**src/rtl/wb_port_arbiter_pkg.sv**
```systemverilog
// Shared widths and FSM encoding for the register-file write-port arbiter.
// The hazard unit decodes pipe_stall causes from the same state constants.
package wb_port_arbiter_pkg;

   localparam int WB_DSIZE = 32;
   localparam int WB_ASIZE = 5;

   localparam logic ARB_NORMAL = 1'b0;
   localparam logic ARB_STALL  = 1'b1;

   typedef enum logic {
      ST_NORMAL = ARB_NORMAL,
      ST_STALL  = ARB_STALL
   } arb_state_e;

endpackage

```
**src/rtl/wb_port_arbiter_if.sv**
```systemverilog
// Bundle of pipeline writeback, functional-unit result and register-file write signals.
// master = the side that produces results; slave = the arbiter.
interface wb_port_arbiter_if
   import wb_port_arbiter_pkg::*;
#(
   parameter int DSIZE = WB_DSIZE,
   parameter int ASIZE = WB_ASIZE
);

   logic             a_valid;
   logic [ASIZE-1:0] a_waddr;
   logic [DSIZE-1:0] a_wdata;

   logic             b_valid;
   logic             b_ready;
   logic [ASIZE-1:0] b_waddr;
   logic [DSIZE-1:0] b_wdata;

   logic             pipe_stall;

   logic             rf_wen;
   logic [ASIZE-1:0] rf_waddr;
   logic [DSIZE-1:0] rf_wdata;

   modport master (
      output a_valid, a_waddr, a_wdata,
      output b_valid, b_waddr, b_wdata,
      input  b_ready, pipe_stall,
      input  rf_wen, rf_waddr, rf_wdata
   );

   modport slave (
      input  a_valid, a_waddr, a_wdata,
      input  b_valid, b_waddr, b_wdata,
      output b_ready, pipe_stall,
      output rf_wen, rf_waddr, rf_wdata
   );

endinterface

```
**src/rtl/wb_skid_fifo.sv**
```systemverilog
// Two-entry FIFO holding functional-unit results until the write port is free.
// No bypass: a pushed entry becomes visible at the head on the following cycle.
module wb_skid_fifo #(
   parameter int WIDTH = 37
) (
   input  logic             clk,
   input  logic             rst,
   input  logic             push_i,
   input  logic             pop_i,
   input  logic [WIDTH-1:0] wdata_i,
   output logic             full_o,
   output logic             empty_o,
   output logic [WIDTH-1:0] head_o
);

   logic [WIDTH-1:0] mem_q [2];
   logic             wr_ptr_q, wr_ptr_d;
   logic             rd_ptr_q, rd_ptr_d;
   logic [1:0]       count_q, count_d;

   assign full_o  = (count_q == 2'd2);
   assign empty_o = (count_q == 2'd0);
   assign head_o  = mem_q[rd_ptr_q];

   // NOTE: every variable gets a default first so always_comb never infers a latch.
   always_comb begin
      wr_ptr_d = wr_ptr_q;
      rd_ptr_d = rd_ptr_q;
      count_d  = count_q;
      if (push_i) wr_ptr_d = ~wr_ptr_q;
      if (pop_i)  rd_ptr_d = ~rd_ptr_q;
      case ({push_i, pop_i})
         2'b10:   count_d = count_q + 2'd1;
         2'b01:   count_d = count_q - 2'd1;
         default: count_d = count_q;
      endcase
   end

   // NOTE: storage is deliberately not reset; count_q alone decides which slots are valid.
   always_ff @(posedge clk) begin
      if (push_i) mem_q[wr_ptr_q] <= wdata_i;
   end

   // NOTE: sequential state uses non-blocking assignments so all registers update together.
   always_ff @(posedge clk or posedge rst) begin
      if (rst) begin
         wr_ptr_q <= 1'b0;
         rd_ptr_q <= 1'b0;
         count_q  <= 2'd0;
      end else begin
         wr_ptr_q <= wr_ptr_d;
         rd_ptr_q <= rd_ptr_d;
         count_q  <= count_d;
      end
   end

endmodule

```
**src/rtl/wb_port_arbiter.sv**
```systemverilog
// Shares the register-file write port between pipeline writeback (A, priority) and a
// long-latency unit (B, buffered); a starvation counter forces a one-cycle stall for B.
module wb_port_arbiter
   import wb_port_arbiter_pkg::*;
#(
   parameter int DSIZE      = WB_DSIZE,
   parameter int ASIZE      = WB_ASIZE,
   parameter int STARVE_MAX = 4
) (
   input logic              clk,
   input logic              rst,
   wb_port_arbiter_if.slave bus
);

   typedef struct packed {
      logic [ASIZE-1:0] addr;
      logic [DSIZE-1:0] data;
   } wb_entry_t;

   localparam logic [3:0] STARVE_LIM = 4'(STARVE_MAX);

   wb_entry_t        push_entry;
   wb_entry_t        head;
   logic             fifo_full;
   logic             fifo_empty;
   logic             push;
   logic             pop;

   arb_state_e       state_q, state_d;
   logic [3:0]       starve_q, starve_d;
   logic             rf_wen_q, rf_wen_d;
   logic [ASIZE-1:0] rf_waddr_q, rf_waddr_d;
   logic [DSIZE-1:0] rf_wdata_q, rf_wdata_d;

   logic             grant_a;
   logic             grant_b;
   logic [ASIZE-1:0] sel_addr;
   logic [DSIZE-1:0] sel_data;

   // Ready depends only on the registered count, never on a same-cycle pop.
   assign bus.b_ready = !fifo_full;
   assign push        = bus.b_valid && !fifo_full;
   assign push_entry  = '{addr: bus.b_waddr, data: bus.b_wdata};

   wb_skid_fifo #(
      .WIDTH ($bits(wb_entry_t))
   ) u_fifo (
      .clk     (clk),
      .rst     (rst),
      .push_i  (push),
      .pop_i   (pop),
      .wdata_i (push_entry),
      .full_o  (fifo_full),
      .empty_o (fifo_empty),
      .head_o  (head)
   );

   always_comb begin
      grant_a = 1'b0;
      grant_b = 1'b0;
      if (state_q == ST_STALL) begin
         grant_b = !fifo_empty;
      end else if (bus.a_valid) begin
         grant_a = 1'b1;
      end else begin
         grant_b = !fifo_empty;
      end
      pop = grant_b;

      sel_addr = grant_b ? head.addr : bus.a_waddr;
      sel_data = grant_b ? head.data : bus.a_wdata;

      starve_d = (fifo_empty || grant_b) ? 4'd0 : starve_q + 4'd1;

      state_d = ST_NORMAL;
      if (state_q == ST_NORMAL && starve_d == STARVE_LIM) state_d = ST_STALL;

      // Writes to x0 still consume the slot and move addr/data, but never assert wen.
      rf_wen_d   = (grant_a || grant_b) && (sel_addr != '0);
      rf_waddr_d = (grant_a || grant_b) ? sel_addr : rf_waddr_q;
      rf_wdata_d = (grant_a || grant_b) ? sel_data : rf_wdata_q;
   end

   always_ff @(posedge clk or posedge rst) begin
      if (rst) begin
         state_q    <= ST_NORMAL;
         starve_q   <= 4'd0;
         rf_wen_q   <= 1'b0;
         rf_waddr_q <= '0;
         rf_wdata_q <= '0;
      end else begin
         state_q    <= state_d;
         starve_q   <= starve_d;
         rf_wen_q   <= rf_wen_d;
         rf_waddr_q <= rf_waddr_d;
         rf_wdata_q <= rf_wdata_d;
      end
   end

   assign bus.pipe_stall = (state_q == ST_STALL);
   assign bus.rf_wen     = rf_wen_q;
   assign bus.rf_waddr   = rf_waddr_q;
   assign bus.rf_wdata   = rf_wdata_q;

endmodule

```
**src/flat_wrapper.sv**
```systemverilog
// flat-port wrapper written by rule: the top's interface ports become plain ports
module wb_port_arbiter_flat import wb_port_arbiter_pkg::*;
#(
   parameter int DSIZE      = WB_DSIZE,
   parameter int ASIZE      = WB_ASIZE,
   parameter int STARVE_MAX = 4
)
  (clk, rst, bus_a_valid, bus_a_waddr, bus_a_wdata, bus_b_valid, bus_b_waddr, bus_b_wdata, bus_b_ready, bus_pipe_stall, bus_rf_wen, bus_rf_waddr, bus_rf_wdata);
  wb_port_arbiter_if #(.DSIZE(DSIZE), .ASIZE(ASIZE)) bus_i ();
  input logic clk;
  input logic rst;
  input wire logic [$bits(bus_i.a_valid)-1:0] bus_a_valid;
  input wire logic [$bits(bus_i.a_waddr)-1:0] bus_a_waddr;
  input wire logic [$bits(bus_i.a_wdata)-1:0] bus_a_wdata;
  input wire logic [$bits(bus_i.b_valid)-1:0] bus_b_valid;
  input wire logic [$bits(bus_i.b_waddr)-1:0] bus_b_waddr;
  input wire logic [$bits(bus_i.b_wdata)-1:0] bus_b_wdata;
  output wire logic [$bits(bus_i.b_ready)-1:0] bus_b_ready;
  output wire logic [$bits(bus_i.pipe_stall)-1:0] bus_pipe_stall;
  output wire logic [$bits(bus_i.rf_wen)-1:0] bus_rf_wen;
  output wire logic [$bits(bus_i.rf_waddr)-1:0] bus_rf_waddr;
  output wire logic [$bits(bus_i.rf_wdata)-1:0] bus_rf_wdata;
  assign bus_i.a_valid = bus_a_valid;
  assign bus_i.a_waddr = bus_a_waddr;
  assign bus_i.a_wdata = bus_a_wdata;
  assign bus_i.b_valid = bus_b_valid;
  assign bus_i.b_waddr = bus_b_waddr;
  assign bus_i.b_wdata = bus_b_wdata;
  assign bus_b_ready = bus_i.b_ready;
  assign bus_pipe_stall = bus_i.pipe_stall;
  assign bus_rf_wen = bus_i.rf_wen;
  assign bus_rf_waddr = bus_i.rf_waddr;
  assign bus_rf_wdata = bus_i.rf_wdata;
  wb_port_arbiter #(.DSIZE(DSIZE), .ASIZE(ASIZE), .STARVE_MAX(STARVE_MAX)) u_core (.clk(clk), .rst(rst), .bus(bus_i));
endmodule
```
**config.mk**
```make
export PLATFORM = sky130hd
export DESIGN_NAME = wb_port_arbiter_flat
export DESIGN_NICKNAME = d
export VERILOG_FILES = /design/src/rtl/wb_port_arbiter_pkg.sv /design/src/rtl/wb_port_arbiter_if.sv /design/src/rtl/wb_skid_fifo.sv /design/src/rtl/wb_port_arbiter.sv /design/src/flat_wrapper.sv
export SDC_FILE = /design/constraint.sdc
export NUM_CORES = 1
export LEC_CHECK = 0
export CORE_ASPECT_RATIO = 2
export CORE_UTILIZATION = 44
export CTS_CLUSTER_SIZE = 30
export DETAILED_ROUTE_END_ITERATION = 6
export HOLD_SLACK_MARGIN = 0.06
export PLACE_DENSITY = 0.75
export SLEW_MARGIN = 20
export SYNTH_ARGS = -nofsm -noshare
export SYNTH_HDL_FRONTEND = slang
export SYNTH_SLANG_ARGS = --single-unit
```
**constraint.sdc**
```tcl
create_clock -name clk -period 2.4 [get_ports clk]
set_input_delay 0.36 -clock clk [delete_from_list [all_inputs] [get_ports clk]]
set_output_delay 0.36 -clock clk [all_outputs]
set_load 0.02 [all_outputs]
```
==> impl_metrics.csv <==
group,metric,value,unit
detailed_routing,viasPerCell,5.00,
logic_synthesis,synth.cell_area,4780,um2
logic_synthesis,synth_seq_cells,121,
timing,rsz0062_at_grt,"false",
worst_setup_path,path_max_fanout,5,
clock_tree,insertion_delay,410,ps
clock_tree,clk_path_buf_depth,2,
finish,fill_cells,772,
power,vdd_drop_max,715,uV
logic_synthesis,synth.top_cell.area_share,0.465,
power,combPwrFrac,0.305,
logic_synthesis,ys_types,28,
worst_setup_path,cp_slowest_cell,"clkdlybuf4s50_1",
logic_synthesis,synth_cells,359,
power,switching_share,0.305,
global_route,grt_pass1_vias,3307,
global_route,grt_remaining_overflow,0,
timing,relSlewSlack,0.598,
detailed_routing,drt_iter0_drc,149,
power,p_per_area,1260,nW/um2
timing,setup_viol,0,
placement,io_buffers,117,
finish,multi_input_area,1260,um2
logic_synthesis,synth_area_per_cell,13.3,um2
placement,routabilityCongestion,0.891,
timing,hold_viol_final,0,
finish,seq_area,3400,um2
die,initial_core_util,0.454,
worst_setup_path,cp_num_buf_inv,1,
finish,nets,566,
worst_setup_path,worstSetupPathType,"flip-flop to output pin",
clock_tree,post_cts_resized,0,
logic_synthesis,synth_area_leader_cell,"edfxtp_1",
detailed_routing,drc_errors,0,
clock_tree,clkTransAtPathRegs,50,ps
die,rows,53,
clock_tree,cts.sinks,121,
die,fp.dieH,149,um
flow_run,drv_cap,0,
worst_setup_path,end_kind,"output pin",
clock_tree,cts_buffers,17,
detailed_routing,ant_nets,0,
clock_tree,root_buffer,"clkbuf_16",
worst_hold_path,hold_path.class,"input port to async pin",
worst_setup_path,slowest_delay,630,ps
die,die_x,75.7,um
worst_setup_path,critPathArrivalTime,1720,ps
logic_synthesis,synth-edff-count,74,
detailed_routing,vias,3188,
clock_tree,htreeDepth,4,
power,clock_power_share,0.327,
timing,skew,7.10,ps
timing,min_period_over_period,0.866,
power,p_leak,2.67,nW
run_status,status,"complete, no violations",
worst_setup_path,crit_chain,"nand2b_1 > clkdlybuf4s50_1",
power,p_sw,2.61,mW
worst_setup_path,cp.required,2040,ps
timing,whs,230,ps
die,io_pins,118,
logic_synthesis,synthArstFlopShare,0.388,
logic_synthesis,yosysWarnings,0,
clock_tree,post_cts_buffers,0,
logic_synthesis,synthFlopType,"edfxtp_1",
timing,worst_slew_pin_slew,601,ps
timing,max_clock_freq,0.481,GHz
logic_synthesis,yosysSeqAreaShare,0.710,
detailed_routing,wl_per_cell,16.4,um
worst_setup_path,crit_family,"buffers and inverters",
timing,period_needed,2080,ps
timing,slew_viol_final,0,
finish,syn_to_final_growth,42.0,%
finish,drive_gt1_frac,0.0982,
worst_setup_path,startpoint_type,"flip-flop",
detailed_routing,drt_wl_total,10400,um
logic_synthesis,synthTopCellsByArea,"edfxtp_1, dfrtp_1, mux2i_1",
detailed_routing,first_pass_iters,4,
power,seqPwrFrac,0.367,
global_route,grt_max_degree,38,
placement,hpwlAfterDp,7270,um
clock_tree,cts_tree,"built",
clock_tree,cts_hold_buf,0,
logic_synthesis,synthesis.nets,439,
die,fp.coreArea,10500,um2
global_route,antenna_found_initial,1,
finish,post-route-util,0.644,
power,power.internal,5.95,mW
global_route,grt_pass1_wl,16100,um
global_route,grt_usage,0.204,
die,dieArea,11300,um2
timing,setup_tns,0,ps
## registers in the layout, summed over array words and instances, names as in the netlist
| name | count |
|---|---|
| u_core.u_fifo.wr_ptr_q | 1 |
| u_core.bus.rf_wdata | 32 |
| u_core.u_fifo.count_q | 2 |
| u_core.bus.pipe_stall | 1 |
| u_core.starve_q | 4 |
| u_core.u_fifo.rd_ptr_q | 1 |
| u_core.bus.rf_waddr | 5 |
| u_core.u_fifo.mem_q | 74 |
| u_core.bus.rf_wen | 1 |
## cells by family (layout without fill, tap and decap cells)
logic type / after synthesis / in the layout / share of synthesized area
compound gates: 75 / 75 / 0.0803
xor+xnor: 7 / 7 / 0.0128
other cells: 0 / 2 / 0
flops: 121 / 121 / 0.710
mux: 37 / 37 / 0.0774
buf+inv: 22 / 162 / 0.0306
fa+ha+maj: 2 / 2 / 0.00523
simple gates: 95 / 95 / 0.0832
## worst paths after layout
check / depth (start not counted) / from / end / slack (ps)
setup / recovery: 2 / u_core.u_fifo.count_q[0]$_DFFE_PP0P_ / bus_b_ready / 320
hold / removal: 2 / rst / u_core.bus.rf_wdata[8]$_DFFE_PP0P_ / 230
setup reg to reg: 6 / u_core.u_fifo.count_q[0]$_DFFE_PP0P_ / u_core.u_fifo.count_q[1]$_DFFE_PP0P_ / 700
hold reg to reg: 1 / u_core.starve_q[0]$_DFF_PP0_ / u_core.starve_q[0]$_DFF_PP0_ / 490
max in group asynchronous: 3 / rst / u_core.u_fifo.rd_ptr_q$_DFFE_PP0N_ / 1550
min in group clk: 3 / bus_a_wdata[6] / u_core.bus.rf_wdata[6]$_DFFE_PP0P_ / 490
## cells in the final DEF, fill, tap and decap left out, drive strengths merged
cell type / count
clkdlybuf4s50: 117
edfxtp: 74
dfrtp: 47
nor2: 41
nand2: 40
mux2i: 37
o21ai: 37
a21oi: 35
clkbuf: 18
buf: 11
bufinv: 6
nor3: 5
xnor2: 5
clkinv: 5
clkinvlp: 3
diode: 2
nand2b: 2
xor2: 2
a21boi: 2
ha: 2
and3: 2
inv: 2
nor2b: 1
or2: 1
nand3: 1
nor4bb: 1
nor4: 1
a41oi: 1
## worst reg2reg max path: stages, from the launching register on
cell	delay [ps]
dfrtp_1	460
or2_4	290
nand2_1	180
inv_1	70
ha_1	300
nor2_1	140
xor2_1	180
## area by class of cell
cell class / instances / share of cell area
Sequential cell: 121 / 0.500
Timing Repair Buffer: 128 / 0.190
Multi-Input combinational cell: 216 / 0.185
Clock buffer: 18 / 0.0632
Clock inverter: 14 / 0.0337
Tap cell: 137 / 0.0252
Inverter: 2 / 0.00111
Antenna cell: 2 / 0.000737
## cells in the mapped netlist, drive strengths merged, types with 3 or more instances
| cell | n |
|---|---|
| edfxtp | 74 |
| dfrtp | 47 |
| nor2 | 41 |
| nand2 | 40 |
| mux2i | 37 |
| o21ai | 37 |
| a21oi | 35 |
| buf | 17 |
| nor3 | 5 |
| xnor2 | 5 |
| clkbuf | 3 |
## power groups by stage
| stage | combinational [mW] | clock [mW] | sequential [mW] |
|---|---|---|---|
| floorplan | 1.42 | 0 | 3.36 |
| CTS | 2.65 | 2.84 | 3.15 |
| global placement | 2.57 | 0 | 3.15 |
| finish | 2.61 | 2.80 | 3.15 |
| global route | 2.85 | 2.94 | 3.20 |
| detailed placement | 2.64 | 0 | 3.19 |
## routing by layer
layer	track usage	part of all wire
met2	0.352	0.56
met1	0.203	0.35
met5	0	0
met3	0.0707	0.042
met4	0.119	0.044
## per-stage QoR
stage	power, mW	instances	setup slack [ps]	instance area [um2]
final	8.56	638	321	6790
after global routing	8.99	637	268	6790
after CTS	8.64	636	308	6790
after detailed placement	5.82	604	446	6130
after global placement	5.72	604	488	6130
after floorplan	4.79	359	167	4790
Power figures use the tool's default switching activity.
==> patch (same settings) <==
`WB_DSIZE`: 32 -> 16.
--- a/src/rtl/wb_port_arbiter_pkg.sv
+++ b/src/rtl/wb_port_arbiter_pkg.sv
@@ -3,5 +3,5 @@
 package wb_port_arbiter_pkg;
 
-   localparam int WB_DSIZE = 32;
+   localparam int WB_DSIZE = 16;
    localparam int WB_ASIZE = 5;
 
Ports: changed (resized bus_a_wdata, bus_b_wdata and bus_rf_wdata); port bits go from 118 to 70. No check against the original RTL was run, so the function may have changed too.
==> patch against the original RTL <==
- global-route usage down 2.2 points
- routed wire length down 48%
- area after synthesis shrank 39%
- sequential cell count fell by 48
- count of clock-buffer cells in the layout down 8
- worst setup slack better by 0.11 ns
- largest cell class unchanged
- cell area is 42% lower
- die area shrank 38%
- worst hold slack better by 0.18 ns
- power is 47% lower
==> patch: results (changes against the original RTL) <==
HPWL_UM=3963  # -45%
CTS-HTREE-LEVELS=3  # -1
GRT_FIRST_PASS_WIRELENGTH_UM=8907  # -45%
SYNTH-ASYNC-RESET-RATIO_PCT=42.47  # +3.6 points
FIRST_GLOBAL_VIAS=1871  # -43%
DETAIL_ROUTE.VIAS_PER_CELL=4.832  # -3.3%
USE_MET1_PCT=21.66  # +1.4 points
MET2_USAGE_GRT_PCT=28.69  # -6.5 points
SYNTH_NETS=270  # -38%
GP_CONGESTION=0.7737  # -13%
YOSYSSEQAREASHARE_PCT=69.75  # -1.3 points
SYNTH_ENABLE_FLOP_CELLS=42  # -43%
FINAL_LAYOUT_SIZE_SUFFIX_GT1_SHARE_PCT=7.616  # -2.2 points
POST-PLACE-CELLS=372  # -38%
TIMING.FINAL.CRIT_PERIOD_NS=1.970  # -0.1091 ns
NNETSFINAL=345  # -39%
GRT_ANTENNA_BEFORE_REPAIR=0  # -1
CLOCK_SKEW_AFTER_LAYOUT_NS=0.003430  # -0.003675 ns
FIN_WORST_HOLD_SLACK_NS=0.4145  # +0.1841 ns
POST-PLACE-WS_NS=0.4826  # +0.03625 ns
CTS-BUFFERS-INSERTED=9  # -8
LARGEST_REG_FLOPS=42  # -43%
POST_SYNTH_NUM_CELL_TYPES=27  # -3.6%
R2R_START='u_core.u_fifo.count_q[1]$_DFFE_PP0P_'
GRT_MAX_DEGREE=34  # -11%
RUN_STATUS='completed'
WORSTMARGINPINSLEW_NS=0.5371  # -0.06395 ns
DPL_CELL_AREA_UM2=3702  # -40%
P_LEAK_nW=1.566  # -41%
FINALNONFILLERCELLS=388  # -39%
FILLER_CELL_COUNT=555  # -28%
[patch: cell count changes after synthesis, sizes merged, moves of 8 or more]
cell | unedited run | this run
nand2 | 40 | 24
dfrtp | 47 | 31
mux2i | 37 | 21
o21ai | 37 | 21
edfxtp | 74 | 42
a21oi | 35 | 19
buf | 17 | 9
nor2 | 41 | 25
[patch: layer usage]
layer	routed length, um	vias to the layer above
li1	-	938
met1	2210	876
met3	228	10
met2	2887	51
met4	142	0
met5	0	-
[patch: kinds of logic (layout without fill, tap and decap cells)]
| kind of cell | count (synthesis) | count (layout) | synth area share [%] |
|---|---|---|---|
| mux | 21 | 21 | 7.198 |
| flops | 73 | 73 | 69.75 |
| buf+inv | 13 | 93 | 2.442 |
| xor+xnor | 7 | 7 | 2.099 |
| fa+ha+maj | 2 | 2 | 0.8568 |
| simple gates | 63 | 63 | 9.854 |
| compound gates | 43 | 43 | 7.798 |
[patch: worst reg2reg max path, cell delays in order, from the launching register on]
cell and delay (ns):
sky130_fd_sc_hd__dfrtp_1 0.44, sky130_fd_sc_hd__or2_4 0.31, sky130_fd_sc_hd__nand2_1 0.18, sky130_fd_sc_hd__inv_1 0.07, sky130_fd_sc_hd__ha_1 0.30, sky130_fd_sc_hd__nor2_1 0.14
sky130_fd_sc_hd__xor2_1 0.17
[patch: where the power goes]
| group | internal [W] | total (W) | switching (W) |
|---|---|---|---|
| combinational | 0.000705 | 0.00154 | 0.000839 |
| clock | 0.000680 | 0.00113 | 0.000447 |
| sequential | 0.00171 | 0.00190 | 0.000181 |
[patch: cell type report]
type	count	area (um2)	share of cell area (%)
inverters	2	7.507	0.1898
flip-flops and latches	73	2037	51.49
clock buffers	10	229.0	5.787
repair buffers	75	735.7	18.60
clock inverters	6	25.02	0.6325
multi-input cells	136	814.5	20.59
well taps	86	107.6	2.720
